[src/rtl/mips_pkg.sv]
// -----------------------------------------------------------------------------
// mips_pkg
//   Definitions shared by the memory arbiter slice.
//   - WORD_W      : width of instruction and data words
//   - AW          : default byte-address width
//   - arb_state_t : arbiter FSM states
//       IDLE   : no transaction open; requests are arbitrated here
//       BUSY_I : instruction read outstanding at the memory
//       BUSY_D : data load/store outstanding at the memory
//       RESP   : completion cycle; the owner's ready is high
// -----------------------------------------------------------------------------
package mips_pkg;

   localparam int WORD_W = 32;
   localparam int AW     = 32;

   typedef enum logic [1:0] {
      IDLE   = 2'd0,
      BUSY_I = 2'd1,
      BUSY_D = 2'd2,
      RESP   = 2'd3
   } arb_state_t;

endpackage

[src/rtl/arb_streak_cnt.sv]
// -----------------------------------------------------------------------------
// arb_streak_cnt
//   Counts consecutive data grants made while an instruction fetch is waiting.
//   It saturates at MAX_DSTREAK. At that point the arbiter must give the next
//   grant to the instruction side.
//
// Ports
//   clk  in   clock
//   rst  in   synchronous active-high reset, clears the count
//   inc  in   data grant while the fetch side is requesting
//   clr  in   instruction grant, or a data grant with no fetch waiting
//   sat  out  count has reached MAX_DSTREAK
// -----------------------------------------------------------------------------
module arb_streak_cnt #(
   parameter int MAX_DSTREAK = 4
) (
   input  logic clk,
   input  logic rst,
   input  logic inc,
   input  logic clr,
   output logic sat
);

   // A one-bit count is still needed when MAX_DSTREAK is 0 or 1.
   localparam int CW = (MAX_DSTREAK < 2) ? 1 : $clog2(MAX_DSTREAK + 1);

   logic [CW-1:0] cnt;

   // NOTE: state registers use non-blocking assignments only. Every flop then
   // samples the values from before the edge, whatever order blocks run in.
   always_ff @(posedge clk) begin
      if (rst || clr) begin
         cnt <= '0;
      end else if (inc && !sat) begin
         cnt <= cnt + 1'b1;
      end
   end

   assign sat = (cnt == CW'(MAX_DSTREAK));

endmodule

[src/rtl/mem_arbiter.sv]
// -----------------------------------------------------------------------------
// mem_arbiter
//   Shares one single-ported unified memory between the fetch stage
//   (instruction reads) and the memory stage (loads/stores). One transaction
//   is open at a time. Data normally wins a tie. An instruction fetch that has
//   lost MAX_DSTREAK ties in a row wins the next one.
//
// Ports
//   clk, rst                  clock; synchronous active-high reset
//   i_req, i_addr             fetch request and word-aligned byte address
//   i_rdata, i_ready          instruction word and one-cycle completion pulse
//   d_req, d_we, d_addr,
//   d_wdata                   memory-stage request (we=1 store, we=0 load)
//   d_rdata, d_ready          load data and one-cycle completion pulse
//   m_req, m_we, m_addr,
//   m_wdata                   registered memory command, held until m_ack
//   m_rdata, m_ack            memory read data and one-cycle completion
//   stall_f, stall_m          stage holds: request pending and not yet ready
// -----------------------------------------------------------------------------
module mem_arbiter #(
   parameter int MAX_DSTREAK = 4,
   parameter int AW          = 32
) (
   input  logic                        clk,
   input  logic                        rst,
   // fetch stage
   input  logic                        i_req,
   input  logic [AW-1:0]               i_addr,
   output logic [mips_pkg::WORD_W-1:0] i_rdata,
   output logic                        i_ready,
   // memory stage
   input  logic                        d_req,
   input  logic                        d_we,
   input  logic [AW-1:0]               d_addr,
   input  logic [mips_pkg::WORD_W-1:0] d_wdata,
   output logic [mips_pkg::WORD_W-1:0] d_rdata,
   output logic                        d_ready,
   // unified memory
   output logic                        m_req,
   output logic                        m_we,
   output logic [AW-1:0]               m_addr,
   output logic [mips_pkg::WORD_W-1:0] m_wdata,
   input  logic [mips_pkg::WORD_W-1:0] m_rdata,
   input  logic                        m_ack,
   // pipeline holds
   output logic                        stall_f,
   output logic                        stall_m
);

   import mips_pkg::*;

   arb_state_t        state;
   logic [WORD_W-1:0] rsp_q;

   logic in_idle;
   logic grant_d;
   logic grant_i;
   logic streak_inc;
   logic streak_clr;
   logic streak_sat;

   // Arbitration is only evaluated in IDLE. A request seen in RESP waits one
   // cycle. Data wins unless the fetch side has been passed over too often.
   assign in_idle    = (state == IDLE);
   assign grant_d    = in_idle & d_req & ~(i_req & streak_sat);
   assign grant_i    = in_idle & i_req & ~grant_d;
   assign streak_inc = grant_d & i_req;
   assign streak_clr = grant_i | (grant_d & ~i_req);

   arb_streak_cnt #(
      .MAX_DSTREAK (MAX_DSTREAK)
   ) u_streak (
      .clk (clk),
      .rst (rst),
      .inc (streak_inc),
      .clr (streak_clr),
      .sat (streak_sat)
   );

   // The memory command, the ready pulses and the response word are all
   // registered. m_ack and m_rdata therefore never reach an output in the
   // cycle they arrive.
   // NOTE: the reset branch clears every register, including the response
   // word. Before the first transaction, the rdata outputs then read as 0
   // rather than X.
   always_ff @(posedge clk) begin
      if (rst) begin
         state   <= IDLE;
         m_req   <= 1'b0;
         m_we    <= 1'b0;
         m_addr  <= '0;
         m_wdata <= '0;
         rsp_q   <= '0;
         i_ready <= 1'b0;
         d_ready <= 1'b0;
      end else begin
         case (state)
            IDLE: begin
               if (grant_d) begin
                  state   <= BUSY_D;
                  m_req   <= 1'b1;
                  m_we    <= d_we;
                  m_addr  <= d_addr;
                  m_wdata <= d_wdata;
               end else if (grant_i) begin
                  state   <= BUSY_I;
                  m_req   <= 1'b1;
                  m_we    <= 1'b0;
                  m_addr  <= i_addr;
                  m_wdata <= '0;
               end
            end
            BUSY_I, BUSY_D: begin
               // The command stays frozen until the memory acknowledges it.
               // Requester activity cannot disturb an open transaction.
               if (m_ack) begin
                  state   <= RESP;
                  m_req   <= 1'b0;
                  rsp_q   <= m_rdata;
                  i_ready <= (state == BUSY_I);
                  d_ready <= (state == BUSY_D);
               end
            end
            RESP: begin
               state   <= IDLE;
               i_ready <= 1'b0;
               d_ready <= 1'b0;
            end
            default: begin
               state <= IDLE;
            end
         endcase
      end
   end

   // Both read ports share rsp_q. Each port shows it only during its own pulse.
   assign i_rdata = i_ready ? rsp_q : '0;
   assign d_rdata = d_ready ? rsp_q : '0;

   assign stall_f = i_req & ~i_ready;
   assign stall_m = d_req & ~d_ready;

endmodule

[config.mk]
export PLATFORM = sky130hd
export DESIGN_NAME = mem_arbiter
export DESIGN_NICKNAME = d
export VERILOG_FILES = /design/src/rtl/mips_pkg.sv /design/src/rtl/arb_streak_cnt.sv /design/src/rtl/mem_arbiter.sv
export SDC_FILE = /design/constraint.sdc
export NUM_CORES = 1
export LEC_CHECK = 0
export CAP_MARGIN = 20
export CORE_MARGIN = 1
export CORE_UTILIZATION = 35
export DETAILED_ROUTE_END_ITERATION = 7
export PLACE_DENSITY = 0.76
export SETUP_SLACK_MARGIN = 0.3
export SLEW_MARGIN = 25
export SYNTH_ARGS = -nofsm -noshare
export SYNTH_HDL_FRONTEND = slang
export SYNTH_SLANG_ARGS = --single-unit
[constraint.sdc]
create_clock -name clk -period 1.95 [get_ports clk]
set_input_delay 0.2925 -clock clk [delete_from_list [all_inputs] [get_ports clk]]
set_output_delay 0.2925 -clock clk [all_outputs]
set_load 0.005 [all_outputs]
==> results of run 1 <==
==> cell type report <==
class	instances	share of cell area [%]
clock inverter	4	0.597
sequential	105	25.2
tap	176	2.63
multi-input combinational	402	29.5
inverter	8	0.388
clock buffer	12	3.18
timing repair buffer	302	38.5
==> metal layers <==
metal / part of all wire, % / vias up / track usage [%]
met5: 0 / - / 0
met4: 3.0 / 0 / 11.0
met3: 7.5 / 36 / 6.08
met2: 49 / 202 / 38.5
met1: 41 / 2451 / 25.0
li1: - / 2491 / -
==> worst max-delay path, stage by stage, from the launching register on <==
cell and delay, ns:
dfxtp_4 0.39, clkbuf_16 0.17, and2_1 0.13, clkdlybuf4s50_1 0.49
==> registers in the layout (all words and copies together), names as in the netlist <==
register / count
m_addr: 32
state: 2
m_req: 1
m_we: 1
d_ready: 1
i_ready: 1
u_streak.cnt: 3
m_wdata: 32
rsp_q: 32
==> cell usage after synthesis <==
master,number,area [um2]
nand2_2,1,6.26
nand3_1,3,15.0
buf_6,2,22.5
buf_1,1,3.75
nor3_1,32,160
and3_1,1,6.26
buf_2,18,90.1
nand2b_1,1,6.26
o21ai_2,1,8.76
dfxtp_1,105,2100
a21oi_1,37,185
inv_1,8,30.0
a21boi_0,3,22.5
o21ai_0,16,80.1
o311ai_0,2,17.5
ha_1,7,87.6
o41ai_1,1,8.76
o21a_1,1,7.51
and2_1,66,413
buf_4,2,15.0
o221a_2,2,22.5
a2111oi_2,18,270
clkbuf_1,30,113
o211ai_1,1,7.51
nor2b_1,2,12.5
a211oi_1,13,97.6
o32ai_1,1,8.76
nor2_1,87,327
nor3b_1,1,7.51
and3b_1,1,8.76
a2111oi_0,1,8.76
nand4_1,2,12.5
a32oi_1,33,289
nand2_1,68,255
==> repair_timing <==
| item | in CTS | in global routing |
|---|---|---|
| setup buffers | 5 | 3 |
| setup endpoints to repair | 136 | 117 |
| pin swaps | 0 | 4 |
| gates resized for setup | 112 | 50 |
| cloned | 2 | 6 |
==> cells in the final DEF (no fill, tap or decap), types with 2 or more instances in the layout <==
cell type / count
nor2b_1: 2
nor3_1: 31
o21ai_0: 16
and2_1: 55
clkdlybuf4s50_1: 227
clkbuf_16: 15
buf_4: 12
a21oi_1: 37
inv_1: 6
a211oi_1: 13
a2111oi_2: 17
a21boi_0: 3
a32oi_1: 28
clkbuf_2: 6
clkdlybuf4s15_1: 14
dfxtp_4: 2
nand4_1: 2
nand2_1: 68
clkbuf_8: 3
buf_2: 4
buf_8: 2
ha_1: 6
o311ai_0: 2
buf_6: 12
buf_12: 12
clkinvlp_4: 2
nand3_1: 3
dfxtp_2: 2
dfxtp_1: 101
a32oi_2: 5
and2_4: 11
dlymetal6s2s_1: 4
nor2_1: 86
o221a_2: 2
==> cells by family after synthesis <==
logic type | count (synthesis)
AO/OA/AOI/OAI | 130
adder cells (fa/ha/maj) | 7
buffers and inverters | 61
flip-flops | 105
AND/OR/NAND/NOR | 265
==> power groups by stage <==
stage / registers (mW) / logic (mW) / clock network [mW]
3_3_place_gp: 3.00 / 3.16 / 0
5_1_grt: 3.08 / 4.17 / 2.02
3_5_place_dp: 3.02 / 3.25 / 0
4_1_cts: 2.99 / 3.45 / 1.95
6_report: 3.02 / 3.85 / 1.89
2_1_floorplan: 3.01 / 1.63 / 0
==> worst min-delay path by stage <==
| stage | from | end | slack (ns) |
|---|---|---|---|
| finish | i_req | u_streak.cnt[2] | 0.35 |
| global route | i_req | u_streak.cnt[2] | 0.35 |
| CTS | rsp_q[17] | rsp_q[17] | 0.46 |
| detailed placement | rsp_q[17] | rsp_q[17] | 0.45 |
| global placement | rsp_q[16] | rsp_q[16] | 0.45 |
| floorplan | m_rdata[0] | rsp_q[0] | 0.43 |
==> through the flow <==
step                      utilization, %  area (um2)
after floorplan                        -        4730
after CTS                           61.0        8050
after global placement              57.7        7610
final                               63.5        8380
after detailed placement            57.7        7610
after global routing                63.5        8380
==> impl_metrics.toml, run 1 <==
[yosys]
avgSynthCellArea_um2 = 8.32
yosys-mux-area-fraction_pct = 0
yosysSeqAreaShare_pct = 44.5
synth_top_family_by_area = "simple AND/OR/NAND/NOR gates"
yosysWarnings = 0
synth_fp_nets = 709
ys_seq_elements = 105
synth_compound_area_share_pct = 21.9
synth_cell_types = 34
synth_xor_area_share_pct = 0
yosys.area_share.simple_pct = 26.0
syn_area_mm2 = 0.00473
synthAdderAreaFrac_pct = 1.85
synth_cells = 568

[flow_run]
cap_violations = 0

[worst_setup_path]
r2r-start = "state[0]"
crit_type = "reg2out"
r2r_slack_ns = 0.41
worst-r2r-cell-count = 8
crit_fanout = 16
startpoint = "i_ready"
timing.rr.end = "m_wdata[10]"
startpoint_type = "flip-flop"
end_kind = "output port"
critical_path_arrival_ns = 1.53
critPathCapture = "i_rdata[30]"
required_ns = 1.66

[sta]
drv_slew = 0
tightest_slew_ns = 0.478
hold_viol_final = 0
rsz0062_at_grt = "yes"
max_freq_ghz = 0.548
hold-worst-slack_ns = 0.349
layout_setup_ws_ns = 0.127
tns_ns = 0
fin_skew_ns = 0.00671
relSlewSlack_pct = 68.1
post-route-period-util_pct = 93.5
min_period_ns = 1.82
final-setup-viol-count = 0

[power]
combPwrFrac_pct = 43.9
ir_worst_vdd_mv = 0.571
switchingPower_mw = 2.88
cellPowerDensity_mw_per_mm2 = 1050
intPower_mw = 5.88
pwr-share-seq_pct = 34.4
p_clk_share_pct = 21.6
swShare_pct = 32.9
power.total_mw = 8.76
leakage_nw = 3.15

[cells_and_area]
n_antenna_cell = 0
multi_input_area_mm2 = 0.00247
area_growth_pct = 77.2
drive_gt1_share_pct = 14.5
nets = 969
regArea_mm2 = 0.00211
final_cells = 1009
nFillCells = 1092

[global_routing]
grt_max_degree = 92
grt_pass1_wl_mm = 25.2
grt-ovfl-total = 0
grt_pass1_vias = 5068
antenna_found_initial = 0
grt.total_usage_pct = 22.2

[routing]
num_vias = 5180
initialDrtViolationCount = 325
avgViaCountPerCell = 5.13
firstDrtPassIters = 4
wirelength_mm = 16.7
drc = 0
ant_nets = 0
wl_per_cell_um = 16.5

[clock_network]
cts_max_level = 3
root_buffer = "clkbuf_16"
cts_buffers = 9
cts.path.max_buffers = 2
clock_latency_ns = 0.34
tritoncts = "yes"
clock_sinks = 105
postCtsHoldBufs = 0
path_clk_slew_ns = 0.07

[floorplan]
dieHeight_um = 118
io_pins = 268
rows = 42
core_area_mm2 = 0.0132
die_w_um = 118
start_util_pct = 35.8
dieArea_mm2 = 0.0140

[placed_design]
post-place-ws_ns = -0.0460
gp_congestion = 0.820
port_buffers = 267
dp.cells = 977
hpwl_mm = 10.7

[min_path]
holdPathStages = 3
min_path_type = "in2reg"

[status]
status = "finished clean"
Power figures use the tool's default switching activity.
==> run 2: changes to the inputs <==
--- a/config.mk
+++ b/config.mk
@@ -15,3 +15,4 @@
 export SYNTH_ARGS = -nofsm -noshare
 export SYNTH_HDL_FRONTEND = slang
 export SYNTH_SLANG_ARGS = --single-unit
+export TNS_END_PERCENT = 1
==> impl_metrics.toml, run 2 (synthesized netlist as in run 1, its figures left out) <==
[status]
status = "finished clean"

[clock_network]
postCtsHoldBufs = 0
path_clk_slew_ns = 0.07
tritoncts = "yes"
cts.path.max_buffers = 2
clock_sinks = 105
cts_buffers = 9
root_buffer = "clkbuf_16"
clock_latency_ns = 0.34
cts_max_level = 3

[floorplan]
core_area_mm2 = 0.0132
dieHeight_um = 118
die_w_um = 118
dieArea_mm2 = 0.0140
start_util_pct = 35.8
io_pins = 268
rows = 42

[power]
switchingPower_mw = 2.72
combPwrFrac_pct = 41.2
leakage_nw = 3.10
pwr-share-seq_pct = 36.1
p_clk_share_pct = 22.7
power.total_mw = 8.33
swShare_pct = 32.7
intPower_mw = 5.61
cellPowerDensity_mw_per_mm2 = 1030
ir_worst_vdd_mv = 0.570

[sta]
tightest_slew_ns = 0.492
min_period_ns = 1.83
max_freq_ghz = 0.547
tns_ns = 0
post-route-period-util_pct = 93.7
hold-worst-slack_ns = 0.462
drv_slew = 0
hold_viol_final = 0
rsz0062_at_grt = "yes"
fin_skew_ns = 0.00618
final-setup-viol-count = 0
relSlewSlack_pct = 67.2
layout_setup_ws_ns = 0.123

[min_path]
min_path_type = "reg2reg"
holdPathStages = 2
worstHoldStart = "rsp_q[17]"
hold_end = "rsp_q[17]"

[routing]
num_vias = 5106
wl_per_cell_um = 15.7
drc = 0
avgViaCountPerCell = 5.10
ant_nets = 0
initialDrtViolationCount = 386
wirelength_mm = 15.7
firstDrtPassIters = 4

[worst_setup_path]
required_ns = 1.66
startpoint_type = "flip-flop"
crit_type = "reg2out"
worst-r2r-cell-count = 6
timing.rr.end = "m_addr[11]"
critical_path_arrival_ns = 1.53
crit_fanout = 16
end_kind = "output port"
r2r-start = "state[0]"
r2r_slack_ns = 0.31

[placed_design]
dpl_cell_area_mm2 = 0.00761
port_buffers = 267
post-place-ws_ns = -0.0460
hpwl_mm = 10.7
gp_congestion = 0.820

[global_routing]
grt_pass1_vias = 5029
grt_pass1_wl_mm = 25.1
antenna_found_initial = 0
grt.total_usage_pct = 22.2
grt-ovfl-total = 0
grt_max_degree = 92

[flow_run]
cap_violations = 0

[cells_and_area]
nets = 961
drive_gt1_share_pct = 8.36
nFillCells = 1133
final_cell_mix = "231 x clkdlybuf4s50_1, 103 x dfxtp_1, 87 x nor2_1"
n_antenna_cell = 0
largestRegisters = "m_addr (32), m_wdata (32), rsp_q (32)"
layout.cells.most_common = "clkdlybuf4s50_1"
area_growth_pct = 70.9
finish.instance_area_mm2 = 0.00808
## run 2: changes by cell type in the layout (fill, tap and decap cells not counted), sizes merged
cell / delta
clkdlybuf4s50: +4
clkbuf: -11
dlymetal6s2s: -3
clkdlybuf4s15: -14
dlygate4sd2: +33
buf: -17
## run 2: power groups by stage
stage	Clock (mW)	Sequential (mW)	Combinational, mW
floorplan	0	3.01	1.63
finish	1.89	3.00	3.43
global route	2.02	3.06	3.76
global placement	0	3.00	3.16
CTS	1.95	2.99	3.40
detailed placement	0	3.02	3.25
## run 2: layout make-up
type | count | area [um2] | area share (%)
Timing Repair Buffer | 294 | 3030 | 37.5
Multi-Input combinational cell | 402 | 2370 | 29.4
Sequential cell | 105 | 2110 | 26.1
Clock buffer | 12 | 267 | 3.30
Tap cell | 176 | 220 | 2.72
Clock inverter | 4 | 50.0 | 0.619
Inverter | 8 | 30.0 | 0.372
## run 2: what timing repair did
item | CTS | global route
pin swaps | 0 | 0
cloned | 2 | 1
endpoints found under the setup margin | 136 | 171
gates resized for setup | 44 | 4
buffers inserted | 5 | 0
## run 2: worst max path at each step
stage                        start           to  slack [ns]  cells past startpoint
after CTS                  d_ready  d_rdata[31]        0.12                      5
after detailed placement     i_req   m_addr[16]       -0.05                      6
final                      i_ready  i_rdata[18]        0.12                      3
after global placement       i_req      stall_f       0.002                      4
after global routing       i_ready   i_rdata[0]        0.07                      3
after floorplan           state[0]   m_addr[10]        0.34                      7
## run 2: metal layers
metal / routed length, um / part of all wire [%] / track usage, %
met4: 532 / 3.4 / 10.6
met1: 6220 / 40 / 24.9
met5: 0 / 0 / 0
met2: 7740 / 49 / 38.7
met3: 1240 / 7.9 / 6.08
## run 2: critical path: stages (launching register included)
cell and delay (ns):
dfxtp_4 0.40, clkbuf_16 0.17, and2_1 0.13, clkdlybuf4s50_1 0.50
## run 2: stage by stage
stage	std cells	utilization, %
after detailed placement	977	57.7
final	1001	61.3
after floorplan	568	-
after CTS	1000	60.9
after global placement	977	57.7
after global routing	1001	61.3
==> run 3: changes to the inputs <==
--- a/config.mk
+++ b/config.mk
@@ -8,10 +8,11 @@
 export CAP_MARGIN = 20
 export CORE_MARGIN = 1
 export CORE_UTILIZATION = 35
+export CTS_CLUSTER_DIAMETER = 30
 export DETAILED_ROUTE_END_ITERATION = 7
 export PLACE_DENSITY = 0.76
 export SETUP_SLACK_MARGIN = 0.3
-export SLEW_MARGIN = 25
+export SLEW_MARGIN = 20
 export SYNTH_ARGS = -nofsm -noshare
 export SYNTH_HDL_FRONTEND = slang
 export SYNTH_SLANG_ARGS = --single-unit
==> results of run 3 <==
The final DEF is identical to that of run 2; final timing and power are the same.
